===== src/rtl/cacheline_adapter.sv =====
// Bridges a full-line cache request onto a four-beat memory burst interface.
// Reads assemble beats into line_o; write-backs stream the captured line out beat by beat.
module cacheline_adapter #(
  parameter int LINE_W  = 256,
  parameter int BURST_W = 64
) (
  input  logic               clk,
  input  logic               rst,
  input  logic [31:0]        address_i,
  input  logic               read_i,
  input  logic               write_i,
  input  logic [LINE_W-1:0]  line_i,
  output logic [LINE_W-1:0]  line_o,
  output logic               resp_o,
  output logic [31:0]        address_o,
  output logic               read_o,
  output logic               write_o,
  output logic [BURST_W-1:0] burst_o,
  input  logic [BURST_W-1:0] burst_i,
  input  logic               resp_i
);

  localparam int BEATS = LINE_W / BURST_W;
  localparam int CNT_W = (BEATS > 1) ? $clog2(BEATS) : 1;
  localparam logic [CNT_W-1:0] LAST_BEAT = CNT_W'(BEATS - 1);
  localparam logic [31:0] ADDR_MASK = ~32'((LINE_W / 8) - 1);

  typedef enum logic [1:0] {
    IDLE,
    RD_BURST,
    WR_BURST,
    DONE
  } state_t;

  state_t             state_q, state_d;
  logic [CNT_W-1:0]   cnt_q, cnt_d;
  logic [31:0]        addr_q, addr_d;
  logic [LINE_W-1:0]  wr_line_q, wr_line_d;
  logic [LINE_W-1:0]  rd_line_q, rd_line_d;
  logic               read_q, read_d;
  logic               write_q, write_d;
  logic               resp_q, resp_d;
  logic [BURST_W-1:0] burst_q, burst_d;

  always_comb begin
    state_d   = state_q;
    cnt_d     = cnt_q;
    addr_d    = addr_q;
    wr_line_d = wr_line_q;
    rd_line_d = rd_line_q;
    read_d    = read_q;
    write_d   = write_q;
    resp_d    = 1'b0;
    burst_d   = burst_q;

    case (state_q)
      IDLE: begin
        // Write-back wins so a dirty victim reaches memory before its refill.
        if (write_i) begin
          state_d   = WR_BURST;
          addr_d    = address_i & ADDR_MASK;
          wr_line_d = line_i;
          cnt_d     = '0;
          write_d   = 1'b1;
          read_d    = 1'b0;
          burst_d   = line_i[BURST_W-1:0];
        end else if (read_i) begin
          state_d = RD_BURST;
          addr_d  = address_i & ADDR_MASK;
          cnt_d   = '0;
          read_d  = 1'b1;
          write_d = 1'b0;
        end
      end

      RD_BURST: begin
        if (resp_i) begin
          rd_line_d[cnt_q*BURST_W +: BURST_W] = burst_i;
          cnt_d = cnt_q + CNT_W'(1);
          if (cnt_q == LAST_BEAT) begin
            state_d = DONE;
            read_d  = 1'b0;
            resp_d  = 1'b1;
          end
        end
      end

      WR_BURST: begin
        if (resp_i) begin
          cnt_d = cnt_q + CNT_W'(1);
          if (cnt_q == LAST_BEAT) begin
            state_d = DONE;
            write_d = 1'b0;
            resp_d  = 1'b1;
          end else begin
            // Registered beat data is looked up with the advanced count.
            burst_d = wr_line_q[cnt_d*BURST_W +: BURST_W];
          end
        end
      end

      DONE: begin
        state_d = IDLE;
        cnt_d   = '0;
      end

      default: begin
        state_d = IDLE;
        cnt_d   = '0;
        read_d  = 1'b0;
        write_d = 1'b0;
      end
    endcase
  end

  always_ff @(posedge clk or posedge rst) begin
    if (rst) begin
      state_q   <= IDLE;
      cnt_q     <= '0;
      addr_q    <= '0;
      wr_line_q <= '0;
      rd_line_q <= '0;
      read_q    <= 1'b0;
      write_q   <= 1'b0;
      resp_q    <= 1'b0;
      burst_q   <= '0;
    end else begin
      state_q   <= state_d;
      cnt_q     <= cnt_d;
      addr_q    <= addr_d;
      wr_line_q <= wr_line_d;
      rd_line_q <= rd_line_d;
      read_q    <= read_d;
      write_q   <= write_d;
      resp_q    <= resp_d;
      burst_q   <= burst_d;
    end
  end

  assign line_o    = rd_line_q;
  assign resp_o    = resp_q;
  assign address_o = addr_q;
  assign read_o    = read_q;
  assign write_o   = write_q;
  assign burst_o   = burst_q;

  a_rw_exclusive: assert property (@(posedge clk) disable iff (rst) !(read_q && write_q));

endmodule


===== config.mk =====
export PLATFORM = sky130hd
export DESIGN_NAME = cacheline_adapter
export DESIGN_NICKNAME = d
export VERILOG_FILES = /design/src/rtl/cacheline_adapter.sv
export SDC_FILE = /design/constraint.sdc
export NUM_CORES = 1
export LEC_CHECK = 0
export ABC_AREA = 1
export ABC_CLOCK_PERIOD_IN_PS = 25000
export BUFFER_PORTS_ARGS = -buffer_cell sky130_fd_sc_hd__buf_4
export CAP_MARGIN = 20
export CORE_ASPECT_RATIO = 0.9
export CORE_MARGIN = 4
export CORE_UTILIZATION = 35
export CTS_BUF_LIST = sky130_fd_sc_hd__clkbuf_8
export CTS_CLUSTER_SIZE = 8
export DETAILED_ROUTE_END_ITERATION = 8
export GPL_ROUTABILITY_DRIVEN = 0
export PLACE_DENSITY_LB_ADDON = 0.08
export SKIP_LAST_GASP = 1
export SYNTH_ARGS = -nofsm -noshare
export SYNTH_HDL_FRONTEND = slang
export SYNTH_SLANG_ARGS = --single-unit

===== constraint.sdc =====
create_clock -name clk -period 25 [get_ports clk]
set_input_delay 5 -clock clk [delete_from_list [all_inputs] [get_ports clk]]
set_output_delay 5 -clock clk [all_outputs]
set_load 0.005 [all_outputs]

==> flow_results.org <==
** Logic synthesis
- Of the post-synthesis cell area, the dominant cell type holds 0.570.
- During synthesis, Yosys emitted a total of 0 warnings.
- In the synthesized netlist, the number of instances is 2831.
- Number of distinct library cell variants in the gate-level netlist after synthesis :: 25
- The share of the Yosys chip area taken by registers is 0.570.
- Mean cell area of the mapped netlist :: 9.47 um2
- Number of synthesized register bits :: 610
- Post-synth top area cell :: sky130_fd_sc_hd__dfrtp_1
- By area the synthesized netlist is led by sky130_fd_sc_hd__dfrtp_1 57%, sky130_fd_sc_hd__nand2_1 12%, sky130_fd_sc_hd__mux2_1 10%.
- In this run the cell area of the synthesized design comes to 26800 um2.

** Global route
- In the global route stage, overall resource usage came out at 0.232.
- Vias in the first global route :: 22.8k
- Number of antenna violations at the first check in global routing :: 28
- The total overflow left after global routing is 0.
- Global-route wire length before repair :: 146 mm
- Entering global routing, the biggest net connects 154 pins.

** Timing
- In the finished design, the share of the clock period the worst path needs comes to 0.335.
- Least-Margin Pin Slew :: 1.13 ns
- Worst slew margin relative to its limit :: 0.245
- The count of final hold-check violations came to 0.
- Final setup violation count :: 0
- Unrepaired setup endpoints after global routing :: false
- Shortest period the worst path allows :: 8.36 ns
- The number of max-slew violations in the final report is 0.
- Static timing analysis puts the maximum clock frequency at 120 MHz.
- Summed over all failing endpoints, the final setup total negative slack is 0 ns.
- For the final database, setup skew stands at 0.0288 ns.

** Floorplanning
- For this configuration, the core starts out at a cell density of 0.356.
- Core region area :: 75200 um2
- DIE AREA :: 81100 um2
- From left edge to right edge, the die measures 300 um.
- Measured along the y axis, the die boundary spans 271 um.
- 712 I/O pins were placed.
- Row cnt :: 95

** Layout
- Compared with the post-synthesis result, the final layout area differs by 30.3%.
- After the last flow step, the layout net total stands at 3828.
- Number of fill cells in the layout :: 7339
- Of the cells placed in the final design, the portion with a size suffix greater than 1 is 0.261.
- Final non-filler cell area :: 34900 um2

** Worst setup path
- The kind of cell with the highest combined delay along the critical path is buffers and inverters.
- STA puts the critical path data required time at 25.57 ns.
- The critical path goes through buf_4, nand2_4, buf_4, buf_4, buf_4, mux2_1.
- Of all nets on the critical path, the largest fanout is 75.
- On the critical path, the stage with the largest delay is an instance of sky130_fd_sc_hd__buf_4.
- At the worst endpoint, the arrival time is 8.93 ns.
- The startpoint identified for the worst register-to-register timing path is state_q[0].
- Worst setup path class :: input pin to flip-flop
- The worst register-to-register path has a setup slack of 20.29 ns.
- STA classifies the critical path endpoint as a flip-flop.
- The critical path starts at write_i.
- Critical Path Start Type :: input pin
- On the worst path, the slowest cell contributes a delay of 0.90 ns.
- Together, buffers and inverters on the worst path number 4.
- In this design, the critical path's most frequently occurring cell is sky130_fd_sc_hd__buf_4.

** Flow run
- Total of max-cap violations :: 0

** Drt
- Routed wire length :: 97.3 mm
- The first detailed-routing pass ran for 8 iterations.
- The count of nets left with antenna violations once routing finished came out at 0.
- The first routing iteration left 1356 violations.
- Dividing the detail-routed via count by the number of cells gives 4.98.
- Across all layers, the routed design uses 22.8k vias.
- After detailed routing, the number of remaining DRC violations is 0.
- Routed wire per std cell :: 21.2 um

** Placed design
- The count of buffers added on input and output ports is 701.
- Dpl cell area :: 32600 um2
- Half-perimeter wire length after placement :: 64.2 mm

** Power and ir drop
- VDD IR-drop max :: 0.0000633 V
- In this run the static leakage power is 0.0176 uW.
- Power spread over the standard cell area amounts to 115 nW/um2.

** Clock tree
- In this run, CTS created clock tree buffers numbering 108.
- The clock drives 610 sinks.
- Post-CTS timing repair inserted 0 buffers for setup.
- Bufs on Longest Clock Path :: 3
- Root buf cell :: sky130_fd_sc_hd__clkbuf_8
- Once the clock tree was built, the resizer swapped 0 gates to a different size.
- H-tree depth reported by CTS :: 3
- Buffers inserted to repair hold after CTS numbered 0.
- Clock tree from TritonCTS :: yes
- Clock latency on the worst-skew pair, taken at its later pin, is 0.71 ns.
- Clock slew at reported path FFs :: 0.06 ns

** Worst hold path
- In this run the most critical hold path is launched from burst_o[0].
- The worst hold path belongs to the class flip-flop to flip-flop.

** Status
- Run status :: finished, final reports clean
## final timing paths
check / endpoint / depth (start not counted)
max reg2reg: wr_line_q[142] / 7
min reg2reg: burst_o[0] / 2
max in group asynchronous: wr_line_q[72] / 5
min in group asynchronous: address_o[27] / 2
min: burst_o[0] / 2
max: wr_line_q[142] / 6
## placed cells by master, fill, tap and decap left out, types with 3 or more instances in the layout
master / instances
sky130_fd_sc_hd__mux2_2: 16
sky130_fd_sc_hd__dfrtp_1: 609
sky130_fd_sc_hd__nor2_1: 133
sky130_fd_sc_hd__nand3_1: 310
sky130_fd_sc_hd__conb_1: 5
sky130_fd_sc_hd__clkbuf_8: 139
sky130_fd_sc_hd__mux2_1: 240
sky130_fd_sc_hd__o31ai_1: 11
sky130_fd_sc_hd__inv_1: 76
sky130_fd_sc_hd__nor2_4: 3
sky130_fd_sc_hd__nand2_1: 877
sky130_fd_sc_hd__nand4_1: 3
sky130_fd_sc_hd__buf_12: 3
sky130_fd_sc_hd__clkinv_2: 10
sky130_fd_sc_hd__inv_2: 6
sky130_fd_sc_hd__o21ai_1: 103
sky130_fd_sc_hd__o21ai_0: 242
sky130_fd_sc_hd__buf_4: 726
sky130_fd_sc_hd__diode_2: 22
sky130_fd_sc_hd__nand2_4: 4
sky130_fd_sc_hd__ha_1: 8
## final cells by class
class / instances / area, um2 / area share
inverter: 46 / 183 / 0.00523
timing repair buffer: 730 / 5540 / 0.159
tap: 1018 / 1270 / 0.0365
sequential: 610 / 15300 / 0.437
clock inverter: 54 / 289 / 0.00828
clock buffer: 139 / 1910 / 0.0548
multi-input combinational: 1965 / 10400 / 0.298
antenna: 22 / 55.1 / 0.00158
## report_power, final
part	total, uW	leakage, uW	internal, uW	switching [uW]
Sequential	1560	0.00777	1350	209
Clock	940	0.00128	517	423
Combinational	1510	0.00857	610	898
Total	4000	0.0176	2470	1530
## worst register-to-register path: cells and delay by family, from the launching register on
kind	cells	cell delay, ns
fa+ha+maj	1	0.29
buf+inv	4	2.71
flops	1	0.37
mux	1	0.46
simple gates	1	0.76
## metrics by stage
| step | worst slack [ns] | hold WS (ns) | cells | util | power (uW) |
|---|---|---|---|---|---|
| after global placement | 15.92 | 0.464 | 4367 | 0.433 | 3060 |
| after global routing | 16.45 | 0.499 | 4573 | 0.464 | 4300 |
| final | 16.64 | 0.479 | 4584 | 0.464 | 4000 |
| after floorplan | 2.92 | 0.464 | 2835 | - | 2480 |
| after detailed placement | 15.90 | 0.466 | 4368 | 0.434 | 3100 |
| after CTS | 16.69 | 0.481 | 4561 | 0.463 | 4060 |
## kinds of logic (layout without fill, tap and decap cells)
logic type,count (synthesis),in the layout,synth area share
other,1,27,0.000140
AND/OR/NAND/NOR,1335,1335,0.203
AO/OA/AOI/OAI,359,359,0.0682
buffers and inverters,260,969,0.0465
flip-flops,610,610,0.570
multiplexers,256,256,0.108
adder cells (fa/ha/maj),10,10,0.00467
## synthesized netlist by cell type, drive strengths merged
cell type	count
nand3	310
o31ai	11
dfrtp	610
conb	1
clkbuf	79
nand2	883
o21ai	346
nor3	2
nor2	136
inv	46
ha	10
mux2	256
nand4	4
o211ai	1
buf	135
a21oi	1
## flip-flops by register name, indices dropped and copies added (netlist names)
name       flops
address_o     27
resp_o         1
wr_line_q    256
state_q        2
read_o         1
write_o        1
cnt_q          2
line_o       256
burst_o       64
## per-layer routing
metal  track usage  share of wire
met3        0.0742          0.082
met1         0.281           0.39
met5             0        0.00088
met4         0.106          0.046
met2         0.380           0.48
Note: power is estimated with default switching activity, not from simulation.
